===== src/rtl/dvp_capture_multi.sv =====
// dvp_capture_multi: per-channel DVP capture (sync, frame FSM, byte packing) to one-entry stream outputs
module dvp_capture_multi #(
   parameter int NUM_CH = 2,
   parameter int DATA_W = 8,
   parameter int BPP = 2,
   parameter int H_ACTIVE = 640,
   parameter int V_ACTIVE = 480,
   localparam int PIX_W = DATA_W*BPP
) (
   input  logic                     clk,
   input  logic                     rst,
   input  logic                     enable,
   input  logic                     frame_sync_en,
   input  logic                     err_clr,
   input  logic [NUM_CH-1:0]        vid_pclk,
   input  logic [NUM_CH*DATA_W-1:0] vid_data,
   input  logic [NUM_CH-1:0]        vid_hsync,
   input  logic [NUM_CH-1:0]        vid_vsync,
   output logic [NUM_CH*PIX_W-1:0]  m_tdata,
   output logic [NUM_CH-1:0]        m_tvalid,
   output logic [NUM_CH-1:0]        m_tuser,
   output logic [NUM_CH-1:0]        m_tlast,
   input  logic [NUM_CH-1:0]        m_tready,
   output logic [NUM_CH-1:0]        overflow,
   output logic [NUM_CH-1:0]        line_err,
   output logic [NUM_CH-1:0]        frame_err,
   output logic [NUM_CH*8-1:0]      frame_cnt
);
   localparam int PCW = $clog2(H_ACTIVE+1);
   localparam int LCW = $clog2(V_ACTIVE+2);
   localparam int BCW = BPP > 1 ? $clog2(BPP) : 1;
   typedef enum logic [1:0] {DISABLED, WAIT_VS, ARMED, CAPTURE} state_t;
   logic [NUM_CH-1:0] ok_vec;
   logic all_ok;
   assign all_ok = &ok_vec;
   for (genvar i = 0; i < NUM_CH; i++) begin : g_ch
      logic [2:0] pclk_s, hs_s, vs_s;
      logic [DATA_W-1:0] d_s1, d_s2;
      logic pix_ev, hs_fall, vs_rise, vs_fall, cap, byte_ev, keep, done, go;
      state_t state, state_nxt;
      logic rdy_r, rdy_nxt;
      logic [BCW-1:0] phase;
      logic [PCW-1:0] pix_cnt;
      logic [LCW-1:0] line_cnt;
      logic [PIX_W-1:0] sh, pix, td;
      logic tv, tu, tl, ovf, lerr, ferr, ovf_set, lerr_set, ferr_set;
      logic [7:0] fcnt;
      // data rides two flops like pclk/hsync/vsync so stage 2 of all four is coherent
      always_ff @(posedge clk)
         if (rst) begin
            pclk_s <= '0;
            hs_s <= '0;
            vs_s <= '0;
            d_s1 <= '0;
            d_s2 <= '0;
         end else begin
            pclk_s <= {pclk_s[1:0], vid_pclk[i]};
            hs_s <= {hs_s[1:0], vid_hsync[i]};
            vs_s <= {vs_s[1:0], vid_vsync[i]};
            d_s1 <= vid_data[i*DATA_W +: DATA_W];
            d_s2 <= d_s1;
         end
      assign pix_ev = pclk_s[1] & ~pclk_s[2];
      assign hs_fall = hs_s[2] & ~hs_s[1];
      assign vs_rise = vs_s[1] & ~vs_s[2];
      assign vs_fall = vs_s[2] & ~vs_s[1];
      assign cap = state == CAPTURE;
      assign byte_ev = cap & pix_ev & hs_s[1];
      assign keep = byte_ev & (pix_cnt < PCW'(H_ACTIVE));
      assign done = keep & (phase == BCW'(BPP-1));
      assign pix = PIX_W'({sh, d_s2});
      assign ok_vec[i] = rdy_r & ~vs_rise;
      assign go = ok_vec[i] & (~frame_sync_en | all_ok);
      always_ff @(posedge clk)
         if (rst) begin
            state <= DISABLED;
            rdy_r <= 1'b0;
         end else begin
            state <= state_nxt;
            rdy_r <= rdy_nxt;
         end
      always_comb begin
         state_nxt = state;
         rdy_nxt = 1'b0;
         case (state)
            DISABLED: state_nxt = enable ? WAIT_VS : DISABLED;
            WAIT_VS: state_nxt = !enable ? DISABLED : vs_rise ? ARMED : WAIT_VS;
            ARMED: begin
               state_nxt = !enable ? DISABLED : go ? CAPTURE : ARMED;
               rdy_nxt = enable & ~vs_rise & ~go & (rdy_r | vs_fall);
            end
            default: state_nxt = !vs_rise ? CAPTURE : enable ? ARMED : DISABLED;
         endcase
      end
      always_ff @(posedge clk)
         if (rst || !cap || vs_rise) begin
            phase <= '0;
            pix_cnt <= '0;
            line_cnt <= '0;
            sh <= '0;
         end else if (hs_fall) begin
            phase <= '0;
            pix_cnt <= '0;
            line_cnt <= line_cnt + LCW'(line_cnt <= LCW'(V_ACTIVE));
         end else if (keep) begin
            sh <= pix;
            phase <= done ? '0 : phase + BCW'(1);
            pix_cnt <= pix_cnt + PCW'(done);
         end
      assign ovf_set = done & tv & ~m_tready[i];
      assign lerr_set = (byte_ev & ~keep) | (cap & hs_fall & (pix_cnt != PCW'(H_ACTIVE) || phase != '0));
      assign ferr_set = cap & vs_rise & (line_cnt != LCW'(V_ACTIVE));
      always_ff @(posedge clk)
         if (rst) begin
            tv <= 1'b0;
            td <= '0;
            tu <= 1'b0;
            tl <= 1'b0;
         end else if (done && (!tv || m_tready[i])) begin
            tv <= 1'b1;
            td <= pix;
            tu <= pix_cnt == '0 && line_cnt == '0;
            tl <= pix_cnt == PCW'(H_ACTIVE-1);
         end else if (m_tready[i]) begin
            tv <= 1'b0;
         end
      always_ff @(posedge clk)
         if (rst) begin
            ovf <= 1'b0;
            lerr <= 1'b0;
            ferr <= 1'b0;
            fcnt <= '0;
         end else begin
            ovf <= ovf_set | (ovf & ~err_clr);
            lerr <= lerr_set | (lerr & ~err_clr);
            ferr <= ferr_set | (ferr & ~err_clr);
            fcnt <= fcnt + 8'(cap & vs_rise);
         end
      assign m_tdata[i*PIX_W +: PIX_W] = td;
      assign m_tvalid[i] = tv;
      assign m_tuser[i] = tu;
      assign m_tlast[i] = tl;
      assign overflow[i] = ovf;
      assign line_err[i] = lerr;
      assign frame_err[i] = ferr;
      assign frame_cnt[i*8 +: 8] = fcnt;
   end
endmodule

===== config.mk =====
export PLATFORM = sky130hd
export DESIGN_NAME = dvp_capture_multi
export DESIGN_NICKNAME = d
export VERILOG_FILES = /design/src/rtl/dvp_capture_multi.sv
export SDC_FILE = /design/constraint.sdc
export NUM_CORES = 1
export LEC_CHECK = 0
export CAP_MARGIN = 20
export CORE_ASPECT_RATIO = 1.75
export CORE_MARGIN = 2
export CORE_UTILIZATION = 49
export CTS_CLUSTER_SIZE = 25
export DETAILED_ROUTE_END_ITERATION = 10
export PLACE_DENSITY = 0.86
export REMOVE_ABC_BUFFERS = 1
export SYNTH_ARGS = -nofsm -noshare
export SYNTH_HDL_FRONTEND = slang
export SYNTH_SLANG_ARGS = --single-unit

===== constraint.sdc =====
create_clock -name clk -period 1.8 [get_ports clk]
set_input_delay 0.18 -clock clk [delete_from_list [all_inputs] [get_ports clk]]
set_output_delay 0.18 -clock clk [all_outputs]
set_load 0.005 [all_outputs]

==> out/metrics.cfg <==
[logic_synthesis]
avgSynthCellArea_um2 = 9.08
async_flop_share_pct = 0
ys_warn_count = 0
synth.distinct_cells = 41
synth_area_mm2 = 0.00677
synth-edff-count = 0
synth.yosys.seq_area_share_pct = 50.8
synth_ff_type = dfxtp_1
synth_cells = 746
synth_seq_cells = 172

[finish]
final_common_cell = dfxtp_1
final_cell_mix = dfxtp_1 (167), clkdlybuf4s50_1 (87), nor2b_1 (61), nor2_1 (60), a21oi_1 (56)
syn2layout_area_growth_pct = 29.0
diodes = 0
drive_above_1_share_pct = 13.2
fin_nets = 899
utilization_pct = 65.0

[global_routing]
grt_usage_pct = 20.0
use_met2_pct = 36.0
antenna_found_initial = 0
first_global_vias = 5229
gr-usage-met3_pct = 4.35
grt_overflow = 0
grt_max_degree = 76
busiest_layer = met2
met1_usage_pct = 21.4
grt_pass1_wl_um = 23900

[pwr]
finalPower_w = 0.00758
power_per_cell_area_mw_per_mm2 = 868
power.static_leakage_nw = 3.22
vdd_drop_max_mv = 0.645

[hold_path]
hp-class = input port to flop
hold_end = g_ch[0].lerr
hp-start = rst
hold_depth = 3

[cts]
clk_latency_ns = 0.42
clock_sinks = 172
cts-root-buf = clkbuf_16
cts-htree-levels = 4
cts_buffers = 17
holdBufCountCts = 0
cts_tree = built
cts_buffer_depth = 2
clk_pin_slew_ns = 0.06

[detailed_routing]
vias = 5496
wl_um = 14700
drt_pass1_iterations = 4
postRouteAntennaNets = 0
vias_per_cell = 5.26
drtIter0Drc = 137
route.detailed.drc = 0
wire_per_inst_um = 14.1

[timing]
fin_crit_ns = 1.87
post-route-worst-setup-slack_ns = -0.0725
finalCritPeriodShare_pct = 104
maxSlewViolCount = 0
hold_viol = 0
tightest_slew_ns = 0.608
rsz0062_at_grt = true
timing.setup.tns_ns = -0.281
finClkSkew_ns = 0.00842
relSlewSlack_pct = 59.4
setup_viol = 8
max_freq_mhz = 534

[critical_path]
crit_fanout = 6
worst_setup_path_end_kind = flop
reg2reg_depth = 8
reg2reg_setup_slack_ns = -0.07
r2r-end = g_ch[1].pix_cnt[5]
r2r_start = g_ch[1].pclk_s[2]
startpoint_type = flop
cp_data_arrival_time_ns = 2.23
worst-setup-path-type = flop to flop
crit_required_ns = 2.16

[floorplan]
die_h_um = 160
ios = 89
die_area_mm2 = 0.0148
start_util_pct = 50.4
rows = 56
die_x_um = 92.9
core_mm2 = 0.0135

[placement]
hpwl_um = 10000
place.gp.congestion = 0.894
io_buffers = 88

[status]
violations = negative setup slack
outcome = finished, violations left

[job]
maxCapViolCount = 0

[cell usage after synthesis, types with 2 or more instances]
cell	n	area, µm²
dfxtp_1	172	3440
nor2_1	62	233
nor2b_1	61	382
a21oi_1	56	280
o21ai_0	48	240
inv_1	44	165
or3_1	44	275
clkbuf_1	27	101
nand2_1	27	101
nand3_1	25	125
mux2i_1	23	230
xor2_1	18	158
nand4_1	17	106
nor3_1	16	80.1
buf_4	12	90.1
ha_1	12	150
xnor2_1	11	96.3
nand2b_1	10	62.6
and2_1	7	43.8
or4_1	7	52.6
buf_2	6	30.0
and3_1	4	25.0
nor4_1	4	25.0
o211ai_1	4	30.0
a2bb2oi_1	3	26.3
and4b_1	3	30.0
and4_1	2	17.5
buf_6	2	22.5
mux2_2	2	22.5
nor4b_1	2	17.5
o2111ai_1	2	17.5
o21a_1	2	15.0
o21ai_1	2	10.0
o31a_1	2	17.5
[cells by family after synthesis]
logic type / Yosys count / synth area share, %
AO/OA/AOI/OAI: 122 / 9.73
AND/OR/NAND/NOR: 294 / 23.6
flip-flops: 172 / 50.8
buffers and inverters: 92 / 6.10
multiplexers: 25 / 3.73
adder cells (fa/ha/maj): 12 / 2.22
XOR/XNOR: 29 / 3.75
[through the flow]
stage	setup slack [ns]	hold slack, ns	cells	instance area, µm²
4_1_cts	-0.0406	0.193	1039	8600
3_3_place_gp	0.0415	0.416	1002	7990
2_1_floorplan	-0.602	0.249	698	6530
3_5_place_dp	-0.0491	0.422	1002	7990
6_report	-0.0725	0.198	1045	8740
5_1_grt	-0.166	0.192	1045	8740
[registers in the layout (all words and copies together) (netlist names), 4 cells and up]
name           cells
g_ch.d_s1         16
g_ch.pclk_s        6
g_ch.td           32
g_ch.line_cnt     18
g_ch.sh           16
g_ch.d_s2         16
g_ch.state         4
g_ch.pix_cnt      20
g_ch.fcnt         16
g_ch.vs_s          6
g_ch.hs_s          6
[worst max-delay path, stage by stage (launching register included)]
cell and delay [ns]:
dfxtp_1 0.30, and4b_1 0.27, nand4_1 0.13, inv_1 0.09, ha_2 0.18, and2_4 0.14
nand4_1 0.18, or4_1 0.45, nand2_1 0.08
[metal layers]
metal  wire [µm]  vias to the layer above
li1            -                     2748
met1        5730                     2564
met2        7930                      144
met3         546                       40
met4         489                        0
met5           0                        -
[power breakdown]
group          internal (W)  total, W  switching [W]
clock network       0.00194   0.00350        0.00156
registers           0.00386   0.00388      0.0000208
logic              0.000111  0.000204      0.0000927
[area by class of cell]
type                            instances  area [µm²]
Fill cell                            1116        4710
Timing Repair Buffer                  141        1330
Sequential cell                       172        3450
Clock buffer                           19         433
Inverter                               44         165
Clock inverter                         13         130
Tap cell                              174         218
Multi-Input combinational cell        482        3020
[worst max path at each step]
| stage | to | startpoint | slack (ns) | cells past startpoint |
|---|---|---|---|---|
| after floorplan | g_ch[1].tl | g_ch[1].state[0] | -0.60 | 4 |
| after global placement | g_ch[1].fcnt[7] | g_ch[1].state[0] | 0.04 | 9 |
| after detailed placement | g_ch[1].pix_cnt[5] | g_ch[1].pix_cnt[7] | -0.05 | 8 |
| after CTS | g_ch[1].pix_cnt[5] | g_ch[1].pclk_s[2] | -0.04 | 8 |
| after global routing | g_ch[1].pix_cnt[8] | g_ch[1].pclk_s[2] | -0.17 | 8 |
| final | g_ch[1].pix_cnt[5] | g_ch[1].pclk_s[2] | -0.07 | 8 |
[what timing repair did]
action / CTS / global route
setup endpoints to repair: 13 / 46
resized for setup: 3 / 31
pin swaps: 10 / 13
setup buffers: 5 / 6
No activity file was read; power rests on OpenSTA's default activity.
==> RTL edit 1: new RTL, same flow settings <==
`DATA_W`: 8 -> 10.
--- a/src/rtl/dvp_capture_multi.sv
+++ b/src/rtl/dvp_capture_multi.sv
@@ -3,3 +3,3 @@
    parameter int NUM_CH = 2,
-   parameter int DATA_W = 8,
+   parameter int DATA_W = 10,
    parameter int BPP = 2,
Ports: changed (resized m_tdata and vid_data); port bits go from 89 to 101. The function was not compared with the original's and may differ.
==> RTL edit 1 against the original RTL <==
- the flow still finishes with violations (setup timing)
- wire length up 16%
- sequential cell count up 20
- fmax down 17%
- cell area up 10%
- clock power up 8.6%
- setup slack worse by 390 ps
- total power up 10%
- global-route usage up 0.41 points
- area after synthesis up 9.6%
- via count up 9.2%
- largest cell class unchanged
==> RTL edit 1: results (changes against the original RTL) <==
- Setup Skew: 16.6 ps (+8.22 ps)
- Sequential-to-total area share from yosys stat: 51.8% (+0.92 points)
- DP Area: 0.00874 mm2 (+9.5%)
- Nets: 961 (+6.9%)
- Biggest register: g_ch.td
- Largest net degree at the start of global routing: 77 (+1.3%)
- Sw Share: 23.8% (+1.8 points)
- Failing checks: setup timing
- Clk buf depth: 2 (unchanged)
- Post-route setup TNS: -2070 ps (-1790 ps)
- Skew-Pair Late Insertion Delay: 440 ps (+20 ps)
- Initial antenna violation count: 0 (unchanged)
- Wire length of the first global-routing pass: 27100 um (+14%)
- WP data arrival: 2570 ps (+340 ps)
- CP peak stage delay: between 400 and 500 ps
- Yosys warns: 0 (unchanged)
- Vias in the first global route: 5921 (+13%)
- Synth area leaders: dfxtp_1 52%, nor2b_1 5.7%, nand2b_1 4.2%, a21oi_1 4.1%, nand2_1 4.0%
- Drt initial violations: 265 (+93%)
- Crit path max-delay family: simple AND/OR/NAND/NOR gates
- Total iterations of the first detailed-routing run: 5 (+1)
- Vias post-DR: 6001 (+9.2%)
- Ant diodes: 0 (unchanged)
- Layout cells sized above 1: 14.9% (+1.7 points)
- Total Routing Usage GR: 20.4% (+0.41 points)
- CP Max Fanout: 2 (-4)
- VDD IR max: 0.690 mV (+7.0%)
- Slack of the critical path: -459 ps (-386 ps)
- Count of input and output buffers: 100 (+14%)
- TritonCTS Buffers: 17 (unchanged)
- DPL Wire Length: 11100 um (+12%)
- Largest register FFs: 40 (+25%)
- Post-route antenna net violation count: 0 (unchanged)
- Setup violations, final: 13 (+5)
- DRT Wirelength: 17000 um (+16%)
- Synth cell count leaders: 192 x dfxtp_1, 80 x nand2_1, 68 x nor2b_1, 61 x a21oi_1, 50 x nand2b_1
- Clock transition at path regs: 70 ps
- Slew headroom: 52.6% (-6.8 points)
- Min-Delay Path Class: in2reg
- Distinct cells, synth: 53 (+29%)
- Clock root cell: clkbuf_16
- DRC viols: 0 (unchanged)
- Final GP Congestion: 0.920 (+2.9%)
- H-tree depth: 4 (unchanged)
- FFs w/ async S/R, synth: 0% (unchanged)
- Outcome: finished, violations left
- CP max-delay cell: or4_4
- Pleak: 3.36 nW (+4.5%)
-- RTL edit 1: cell type report --
cell class              count  area, um2
clock buffers              18        439
fillers                  1108       5200
flip-flops and latches    192       3850
inverters                  10       40.0
multi-input cells         545       3490
clock inverters            14        180
repair buffers            150       1400
well taps                 183        229
-- RTL edit 1: power groups by stage --
stage          Combinational, mW  Clock, mW  Sequential [mW]
2_1_floorplan             0.0810          0             4.42
6_report                   0.233       3.80             4.33
3_5_place_dp               0.231          0             4.43
3_3_place_gp               0.228          0             4.42
5_1_grt                    0.254       4.05             4.33
4_1_cts                    0.233       3.85             4.33
-- RTL edit 1: worst paths after layout --
check / slack, ps / end / cells past startpoint / startpoint
hold / removal: 50 / g_ch[0].lerr / 2 / rst
setup / recovery: -460 / g_ch[0].pix_cnt[8] / 11 / g_ch[0].pix_cnt[8]
setup reg to reg: -460 / g_ch[0].pix_cnt[8] / 11 / g_ch[0].pix_cnt[8]
hold reg to reg: 430 / g_ch[1].pclk_s[1] / 1 / g_ch[1].pclk_s[0]
-- RTL edit 1: metrics by stage --
| step | setup slack, ps | instances | power, mW | util (%) | hold slack [ps] |
|---|---|---|---|---|---|
| 2_1_floorplan | -982 | 747 | 4.50 | - | 249 |
| 3_3_place_gp | -368 | 1076 | 4.65 | 58.9 | 415 |
| 3_5_place_dp | -446 | 1076 | 4.66 | 58.9 | 420 |
| 4_1_cts | -394 | 1109 | 8.41 | 63.7 | 24.5 |
| 6_report | -459 | 1112 | 8.36 | 65.0 | 50.7 |
| 5_1_grt | -567 | 1112 | 8.63 | 65.0 | 37.0 |
-- RTL edit 1: kinds of logic (layout without fill, tap and decap cells) --
logic type / Yosys count / in the layout / share of synthesized area, %
simple gates: 361 / 361 / 26.0
flops: 192 / 192 / 51.8
compound gates: 111 / 111 / 8.27
buf+inv: 64 / 192 / 4.28
xor+xnor: 35 / 35 / 4.13
mux: 26 / 26 / 3.54
fa+ha+maj: 12 / 12 / 2.02
-- RTL edit 1: metal layers --
metal / vias up / wire [um] / global-route usage (%)
li1: 2922 / - / -
met3: 53 / 678 / 4.07
met1: 2843 / 6330 / 21.0
met2: 183 / 9390 / 38.4
met5: - / 0 / 0
met4: 0 / 632 / 10.3
-- RTL edit 1: what timing repair did --
item,CTS,global route
gates resized for setup,24,33
pin swaps,13,17
endpoints found under the setup margin,19,46
gates cloned,0,0
hold endpoints to repair,0,0
hold buffers,0,0
setup buffers,1,4
==> RTL edit 2: new RTL, same settings <==
Made on the original files. Encoding of `state_t`: now Gray code (2 bits for 4 states).
--- a/src/rtl/dvp_capture_multi.sv
+++ b/src/rtl/dvp_capture_multi.sv
@@ -31,3 +31,3 @@
    localparam int BCW = BPP > 1 ? $clog2(BPP) : 1;
-   typedef enum logic [1:0] {DISABLED, WAIT_VS, ARMED, CAPTURE} state_t;
+   typedef enum logic [1:0] {DISABLED = 2'b00, WAIT_VS = 2'b01, ARMED = 2'b11, CAPTURE = 2'b10} state_t;
    logic [NUM_CH-1:0] ok_vec;
Check against the original RTL: no difference found for any inputs over 10 cycles, from zero or initial values and one cycle with rst high; not proved beyond that.
==> RTL edit 2 against the original RTL <==
- the run still ends with setup timing left
- wire length up 6.8%
- worst hold slack lost 140 ps
- setup slack got worse by 100 ps
- synthesized cell count down 0.13%
- cell area up 3.6%
- sequential cell count is the same
- clock power grew 7.4%
- total power up 3.5%
- area after synthesis is 0.11% higher
- critical path type unchanged
- critical endpoint is now g_ch[1].line_cnt[8]
- highest routed layer unchanged
==> RTL edit 2: results (changes against the original RTL) <==
- CP peak stage delay: 400 ps (-50 ps)
- Routed WL per cell: 14.8 um (+5.4%)
- Drt initial violations: 225 (+64%)
- Outcome: finished, violations left
- DPL Wire Length: 10000 um (+0.25%)
- Distinct cells, synth: 49 (+20%)
- Vias in the first global route: 5405 (+3.4%)
- Wire length of the first global-routing pass: 24800 um (+3.6%)
- Fillers: 1060 (-5.0%)
- Nonclk inv count: 45 (+2.3%)
- Worst hold endpoint: g_ch[1].pclk_s[2]
- Sequential-to-total area share from yosys stat: 50.8% (-0.056 points)
- Post-CTS setup buffer count: 23 (+18)
- Buffers excl. clock: 157 (+11%)
- Setup violations, final: 14 (+6)
- Reg2Reg Depth: 9 (+1)
- NetSw: 1.66 mW (-0.81%)
- PD cells: 867 mW/mm2 (about the same)
- Worst Hold Path Cells: 2 (-1)
- Worst-Margin Slew: 737 ps (+128 ps)
- Pleak: 3.35 nW (+4.1%)
- Layout Cells excl Fill: 1059 (+1.3%)
- Final GP Congestion: 0.855 (-4.4%)
- Slack of the critical path: -174 ps (-102 ps)
- Post-route setup TNS: -1140 ps (-862 ps)
- Multi-In Gates: 479 (-0.62%)
- Layout cells sized above 1: 17.3% (+4.1 points)
- Fraction of standard cell area in multi-input logic: 34.8% (+0.28 points)
- Reg2reg start: g_ch[1].line_cnt[0]
- R2R setup slack: -170 ps (-100 ps)
- Failing checks: setup timing
- Clk_buf instances: 18 (-1)
- Grt met1 use: 22.0% (+0.58 points)
==> RTL edit 2: metal layers <==
layer | wire [um] | vias up | share of wire (%)
met5 | 0 | - | 0
met4 | 679 | 0 | 4.3
met3 | 631 | 58 | 4.0
met2 | 8370 | 153 | 53
met1 | 6020 | 2680 | 38
li1 | - | 2771 | -
==> RTL edit 2: metrics by stage <==
| stage | cell area (um2) | worst slack (ps) |
|---|---|---|
| 3_5_place_dp | 8060 | -208 |
| 4_1_cts | 8930 | -100 |
| 2_1_floorplan | 6540 | -717 |
| 6_report | 9050 | -174 |
| 3_3_place_gp | 8060 | -157 |
| 5_1_grt | 9050 | -239 |
==> RTL edit 2: kinds of logic after synthesis <==
family          Yosys count  synth area share (%)
fa+ha+maj                12                  2.21
compound gates          121                  9.74
mux                      26                  3.87
xor+xnor                 28                  3.62
buf+inv                  94                  6.13
flops                   172                  50.8
simple gates            292                  23.7
